[config.mk]
export PLATFORM = sky130hd
export DESIGN_NAME = fir_mac_sequencer
export DESIGN_NICKNAME = d
export VERILOG_FILES = /design/src/rtl/fir_mac_sequencer.sv
export SDC_FILE = /design/constraint.sdc
export NUM_CORES = 2
export LEC_CHECK = 0
export CORE_MARGIN = 4
export CORE_UTILIZATION = 50
export CTS_BUF_LIST = sky130_fd_sc_hd__clkbuf_8
export CTS_CLUSTER_DIAMETER = 30
export DETAILED_ROUTE_END_ITERATION = 10
export PLACE_DENSITY = 0.7
export SETUP_SLACK_MARGIN = 0.02
export SYNTH_ARGS = -nofsm -noshare
export SYNTH_HDL_FRONTEND = slang
export SYNTH_SLANG_ARGS = --single-unit
[constraint.sdc]
create_clock -name CLK -period 33.2 [get_ports CLK]
set_input_delay 4.98 -clock CLK [delete_from_list [all_inputs] [get_ports CLK]]
set_output_delay 4.98 -clock CLK [all_outputs]
set_load 0.02 [all_outputs]
[src/rtl/fir_mac_sequencer.sv]
// Time-multiplexed FIR tap sequencer: feeds one sample*coefficient operation per tap
// to an external MAC and accumulates the returned products into one result per sample.
module fir_mac_sequencer #(
  parameter int          NTAPS   = 16,
  parameter int          AW      = $clog2(NTAPS),
  parameter logic [47:0] ROUND_C = 48'd0
) (
  input  logic          CLK,
  input  logic          RST,
  input  logic [24:0]   in_data,
  input  logic          in_valid,
  output logic          in_ready,
  input  logic          coef_we,
  input  logic [AW-1:0] coef_addr,
  input  logic [17:0]   coef_data,
  output logic          busy,
  output logic [24:0]   mac_a,
  output logic [17:0]   mac_b,
  output logic [47:0]   mac_c,
  output logic          mac_in_valid,
  input  logic [47:0]   mac_out,
  input  logic          mac_valid,
  output logic [47:0]   y_data,
  output logic          y_valid
);

  typedef enum logic [1:0] {IDLE, ISSUE, WAIT} state_t;

  localparam logic [AW:0]   K_END  = (AW+1)'(NTAPS);
  localparam logic [AW-1:0] R_LAST = AW'(NTAPS - 1);

  state_t        state;
  logic [24:0]   sbuf [NTAPS];
  logic [17:0]   coef [NTAPS];
  logic [AW-1:0] wp;
  logic [AW:0]   k;
  logic [AW-1:0] r;
  logic [47:0]   acc;
  logic [AW-1:0] tap;
  logic [AW-1:0] rd_idx;

  always_comb begin
    tap    = k[AW-1:0];
    rd_idx = wp - tap;
  end

  always_ff @(posedge CLK or posedge RST) begin
    if (RST) begin
      state        <= IDLE;
      in_ready     <= 1'b1;
      busy         <= 1'b0;
      mac_a        <= '0;
      mac_b        <= '0;
      mac_c        <= '0;
      mac_in_valid <= 1'b0;
      y_data       <= '0;
      y_valid      <= 1'b0;
      acc          <= '0;
      k            <= '0;
      r            <= '0;
      wp           <= '0;
      for (int unsigned i = 0; i < NTAPS; i++) begin
        sbuf[i] <= '0;
        coef[i] <= '0;
      end
    end else begin
      y_valid <= 1'b0;
      case (state)
        IDLE: begin
          if (coef_we)
            coef[coef_addr] <= coef_data;
          // Tap 0 is issued on the handshake edge itself, so the new sample and a
          // same-cycle coefficient write are forwarded rather than read from storage.
          if (in_valid && in_ready) begin
            sbuf[wp]     <= in_data;
            mac_a        <= in_data;
            mac_b        <= (coef_we && coef_addr == '0) ? coef_data : coef[0];
            mac_c        <= ROUND_C;
            mac_in_valid <= 1'b1;
            k            <= (AW+1)'(1);
            r            <= '0;
            acc          <= '0;
            in_ready     <= 1'b0;
            busy         <= 1'b1;
            state        <= ISSUE;
          end
        end
        ISSUE: begin
          if (k == K_END) begin
            mac_in_valid <= 1'b0;
            mac_a        <= '0;
            mac_b        <= '0;
            mac_c        <= '0;
            wp           <= wp + AW'(1);
            state        <= WAIT;
          end else begin
            mac_a <= sbuf[rd_idx];
            mac_b <= coef[tap];
            mac_c <= '0;
            k     <= k + (AW+1)'(1);
          end
        end
        default: ;
      endcase

      // Results may already return while taps are still being issued.
      if (state != IDLE && mac_valid) begin
        if (r == R_LAST) begin
          y_data   <= acc + mac_out;
          y_valid  <= 1'b1;
          in_ready <= 1'b1;
          busy     <= 1'b0;
          state    <= IDLE;
        end else begin
          acc <= acc + mac_out;
          r   <= r + AW'(1);
        end
      end
    end
  end

endmodule
# After elaboration in Yosys (flattened, before gate mapping)
# Index checks and enable logic that the tools add are counted.
dict set report word_totals {
  ff_bits 894
  inputBits 100
  output_inout_bits 143
  wordCells 132
}
dict set report classes {
  n_addsub 5
  magnitude_cmp 6
  eq_ne 6
  n_mux 50
  bitwise 4
  reduce_logical 16
}
# operator n
set op_table {}
lappend op_table {{bitwise mux 400 bit} 1}
lappend op_table {{bitwise mux 288 bit} 1}
lappend op_table {{2-to-1 mux 48 bit} 5}
lappend op_table {{2-to-1 mux 25 bit} 5}
lappend op_table {{2-to-1 mux 18 bit} 6}
lappend op_table {{binary-select mux 25 bit (select 4 bit)} 1}
lappend op_table {{demux 25 bit (select 4 bit)} 1}
lappend op_table {{case mux 48 bit (2 select lines)} 1}
lappend op_table {{binary-select mux 18 bit (select 4 bit)} 1}
lappend op_table {{demux 18 bit (select 4 bit)} 1}
lappend op_table {{case mux 25 bit (2 select lines)} 1}
lappend op_table {{adder 48 bit} 1}
lappend op_table {{case mux 18 bit (2 select lines)} 1}
lappend op_table {{>= comparator 5 bit (second input constant)} 4}
lappend op_table {{NOT 4 -> 5 bit} 4}
lappend op_table {{2-to-1 mux 4 bit} 4}
lappend op_table {{2-to-1 mux 1 bit} 12}
lappend op_table {{< comparator 5 x 1 -> 1 bit (second input constant)} 2}
lappend op_table {{2-to-1 mux 5 bit} 2}
lappend op_table {{case mux 5 bit (2 select lines)} 1}
lappend op_table {{AND reduction 2 bit} 5}
lappend op_table {{adder 4 x 1 -> 4 bit (second input constant)} 2}
lappend op_table {{2-to-1 mux 2 bit} 4}
lappend op_table {{!= test 2 bit (second input constant)} 3}
lappend op_table {{12 further kinds} 18}

# Longest topological paths before layout
dict set report logic_depth {
  depth_word 7
  ltp_mapped 12
}

# Least setup slack after synthesis
# OpenSTA, ideal clock, no wires.
dict set report synth_path {
  path_kind {input to register}
  start {input port mac_out[0]}
  end {register y_data[44]}
  arrival_ps 7313
  required_time_ps 33069
  setup_slack_ps 25756
  path_stages 12
  cell_sequence {ha_1 -> inv_1 -> fa_1 -> nand2b_1 -> a21oi_2 -> o21ai_1 -> a22oi_2 -> a41oi_2 -> o21a_1 -> o41ai_1 -> xnor2_1 -> o21ai_1}
}
dict set report synth_between {
  elab_chain_cells 1
}
# element line
set synth_lines {}
lappend synth_lines {{from (decl)} 21} ;# input logic [47:0] mac_out,
lappend synth_lines {{adder 48 bit} 109} ;# y_data <= acc + mac_out;
lappend synth_lines {{to (signal assigned)} 109}
lappend synth_lines {{to (decl)} 23} ;# output logic [47:0] y_data,
# No other way between the ends.
# A chain may end at the register's enable or synchronous reset.

==> key figures <==
Clock network
  • Buffer levels on the longest clock path: 3
  • Clk_lat worst skew: roughly 820 ps
  • Number of clock sinks: approximately 850
  • Clock tree from TritonCTS: yes
  • Level count of the clock H-tree: 4
  • Post-CTS setup buffers: 0
  • Number of buffers inserted during clock tree synthesis: around 180
  • Post-CTS Hold Buffers: 0
  • Worst-path clk slew: around 50 ps
  • Clock root cell: clkbuf_8
  • Post-CTS Resized: 0

Routing
  • Avg Vias per Cell: between 5 and 6
  • Routed wire per std cell: roughly 23 um
  • Iteration count of the initial detailed-routing pass: 6
  • Starting DRC count in detailed routing: about 1800
  • DRC errors left: 0
  • Remaining antenna violation count: 0
  • Met2 Wirelength: between 50000 and 60000 um
  • Via count: about 25000
  • Post-Route WL: ~100000 um
  • Post-Route M1 WL: around 43000 um
  • Wire length on met3: 4929 um
  • Highest metal layer with signal wires: met5

Die
  • Die Area: 85480 um2
  • Std-Cell Core Area: between 80000 and 90000 um2
  • Site row count: ~100
  • Starting density of the core: 50.36%
  • Ports: approximately 240
  • Height of the die: about 290 um
  • Die Width: 292.4 um

Placement
  • Worst setup slack before clock tree synthesis: about 24000 ps
  • # port buffers: approximately 190
  • Cell count after placement: 4005
  • Routability cong.: between 0.9 and 1
  • Placed inst area: 43270 um2
  • Half-perimeter wire length of the detailed placement result: a little over 60000 um

Synthesis
  • Sequential element share of the synthesized area: between 50% and 60%
  • Total standard cell area after synthesis: about 40000 um2
  • Syn Inst Count: approximately 2900
  • Synth Warn #: 0
  • Flop and latch count out of synthesis: 846
  • Count of flip-flops with a built-in enable after synthesis: 0
  • Unique masters post-synth: between 70 and 80
  • Share of async-settable or async-resettable flops after synthesis: 100.0%
  • Post-synth top flop: dfrtp_1
  • Mapped Avg Cell Area: ~14 um2

Worst hold path
  • Worst Min Path Start: y_data[13]
  • Min-Delay Path Depth: 2
  • Class of the worst hold path: reg -> reg
  • Min-Delay Endpoint: y_data[13]

Timing
  • TNS Setup: 0 ps
  • Setup violation total in the final timing report: 0
  • Post-route clock period utilization: between 20% and 30%
  • Maximum clock skew at final layout: approximately 37 ps
  • Final hold violation count: 0
  • Minimum period implied by the final worst setup slack: 8060 ps
  • RSZ-0062 raised after global routing: no
  • Transition time at the pin with the least slew margin: approximately 1100 ps
  • Worst path setup slack after routing: around 25000 ps
  • Maximum clock frequency: roughly 0.12 GHz
  • Final count of pins violating max slew: 0
  • Tightest slew margin relative to the limit: 26.71%

Global route
  • Global-route wire length before repair: between 150000 and 200000 um
  • Number of antenna violations at the first check in global routing: 7
  • Maximum number of pins on one net before global-route repair: between 100 and 150
  • Total global routing track utilization: 23.86%
  • Sum of overflow across all layers after global routing: 0
  • Vias in the first global route: between 20000 and 30000

Finish
  • Number of standard cells in the final layout excluding fillers: ~4300
  • Util after Layout: roughly three fifths
  • Most frequent cells in the layout: dfrtp_1, mux2_2, clkbuf_8
  • Net count reported at finish: 3285
  • Share of post-route cells with drive strength above 1: between 30% and 40%
  • Post-route design area: between 40000 and 50000 um2
  • Fill cells: 6173
  • Area growth from synthesis to final layout: 17.01%
  • Leading cell type in the layout, fill and taps excluded: dfrtp_1

Critical path
  • Critical path data arrival time: between 8000 and 9000 ps
  • Slack of the worst reg-to-reg path: 28560 ps
  • List of cells traversed by the critical path: clkdlybuf4s50_1, inv_8, buf_4, buf_4, buf_4
  • Worst R2R Start: k[0]
  • Maximum net fanout on the critical path: 118
  • Worst reg2reg path depth: 7
  • Kind of end point of the critical path: async pin
  • CP most frequent cell: buf_4
  • Slowest cell on crit path: buf_4
  • Required time of the worst setup path: 33950 ps
  • Worst Setup Path Type: in -> async
  • Reg2reg end: mac_a[19]
  • Critical path launch point type: input port
  • Peak per-stage delay on the critical path: about 950 ps

Power
  • Reported leakage power: about 0.023 uW
  • Power Density: around 74 nW/um2
  • IR Drop Worst-Case VDD: between 60 and 70 uV

Status
  • Outcome: finished, final reports clean

Flow run
  • Max-capacitance violation count: 0
sequential cells by signal (all words and copies together) (netlist names), 4 cells and up:
| signal | count |
|---|---|
| mac_b | 18 |
| acc | 48 |
| wp | 4 |
| r | 4 |
| mac_a | 25 |
| coef | 288 |
| sbuf | 400 |
| k | 5 |
| y_data | 48 |
through the flow:
stage | total power [uW] | hold WS, ps
detailed placement | 2285 | 469.8
global route | 3663 | 503.3
floorplan | 1950 | 445.5
CTS | 3508 | 482.9
global placement | 2265 | 459.7
finish | 3480 | 481.3
worst max-delay path, delay by kind of cell:
| family | cells | cell delay [ps] |
|---|---|---|
| buffers and inverters | 5 | 3620 |
worst max path at each step:
stage               from   endpoint  slack, ps
global placement     RST   mac_a[1]      24320
CTS                  RST  mac_a[21]      25000
detailed placement   RST   mac_a[1]      24140
global route         RST  sbuf[379]      24460
floorplan            RST     acc[0]       4450
finish               RST  mac_a[21]      25140
layout make-up:
cell class	instances	area, um2	area share (%)
clock inverters	113	1116	2.359
well taps	1060	1326	2.803
diodes	4	10.01	0.02116
repair buffers	250	2362	4.993
clock buffers	212	2918	6.167
flip-flops and latches	846	21180	44.77
multi-input cells	1828	18310	38.71
inverters	21	86.33	0.1825
synth_stat cells, types with 13 or more instances:
library cell / n / area, um2
inv_1: 20 / 75.07
mux2i_1: 71 / 710.7
o21ai_0: 83 / 415.4
buf_1: 31 / 116.4
nor2_1: 73 / 274.0
nand3_1: 18 / 90.09
nand4_1: 18 / 112.6
dfrtp_1: 845 / 21150
a21o_1: 20 / 150.1
nand2_1: 201 / 754.5
a21oi_1: 76 / 380.4
xor2_1: 18 / 157.7
mux2_2: 727 / 8187
clkbuf_1: 165 / 619.3
ha_1: 57 / 713.2
mux4_2: 190 / 4279
a22o_1: 37 / 324.1
buf_2: 14 / 70.07
o21bai_1: 13 / 97.59
o22ai_1: 26 / 162.7
buf_4: 48 / 360.4
xnor2_1: 33 / 289.0
report_power, final:
group | total [uW] | internal (uW) | leakage (uW) | switching [uW]
clock | 1210 | 735 | 0.00219 | 478
sequential | 1200 | 1120 | 0.0116 | 77.3
combinational | 1070 | 443 | 0.00933 | 627
kinds of logic after synthesis:
group                      Yosys count  share of synthesized area (%)
adders and majority gates           59                          1.863
buffers and inverters              279                          3.079
xor gates and xnor gates            51                          1.105
other                                1                       0.009274
muxes                              988                          32.59
and+or+nand+nor                    370                          4.069
AOI/OAI and AO/OA                  312                          4.926
DFF                                846                          52.36
layer usage:
metal	global-route usage, %	up-vias
li1	-	11090
met5	0	-
met2	39.88	697
met1	31.22	13420
met3	4.671	200
met4	8.837	6
Power figures use the tool's default switching activity.
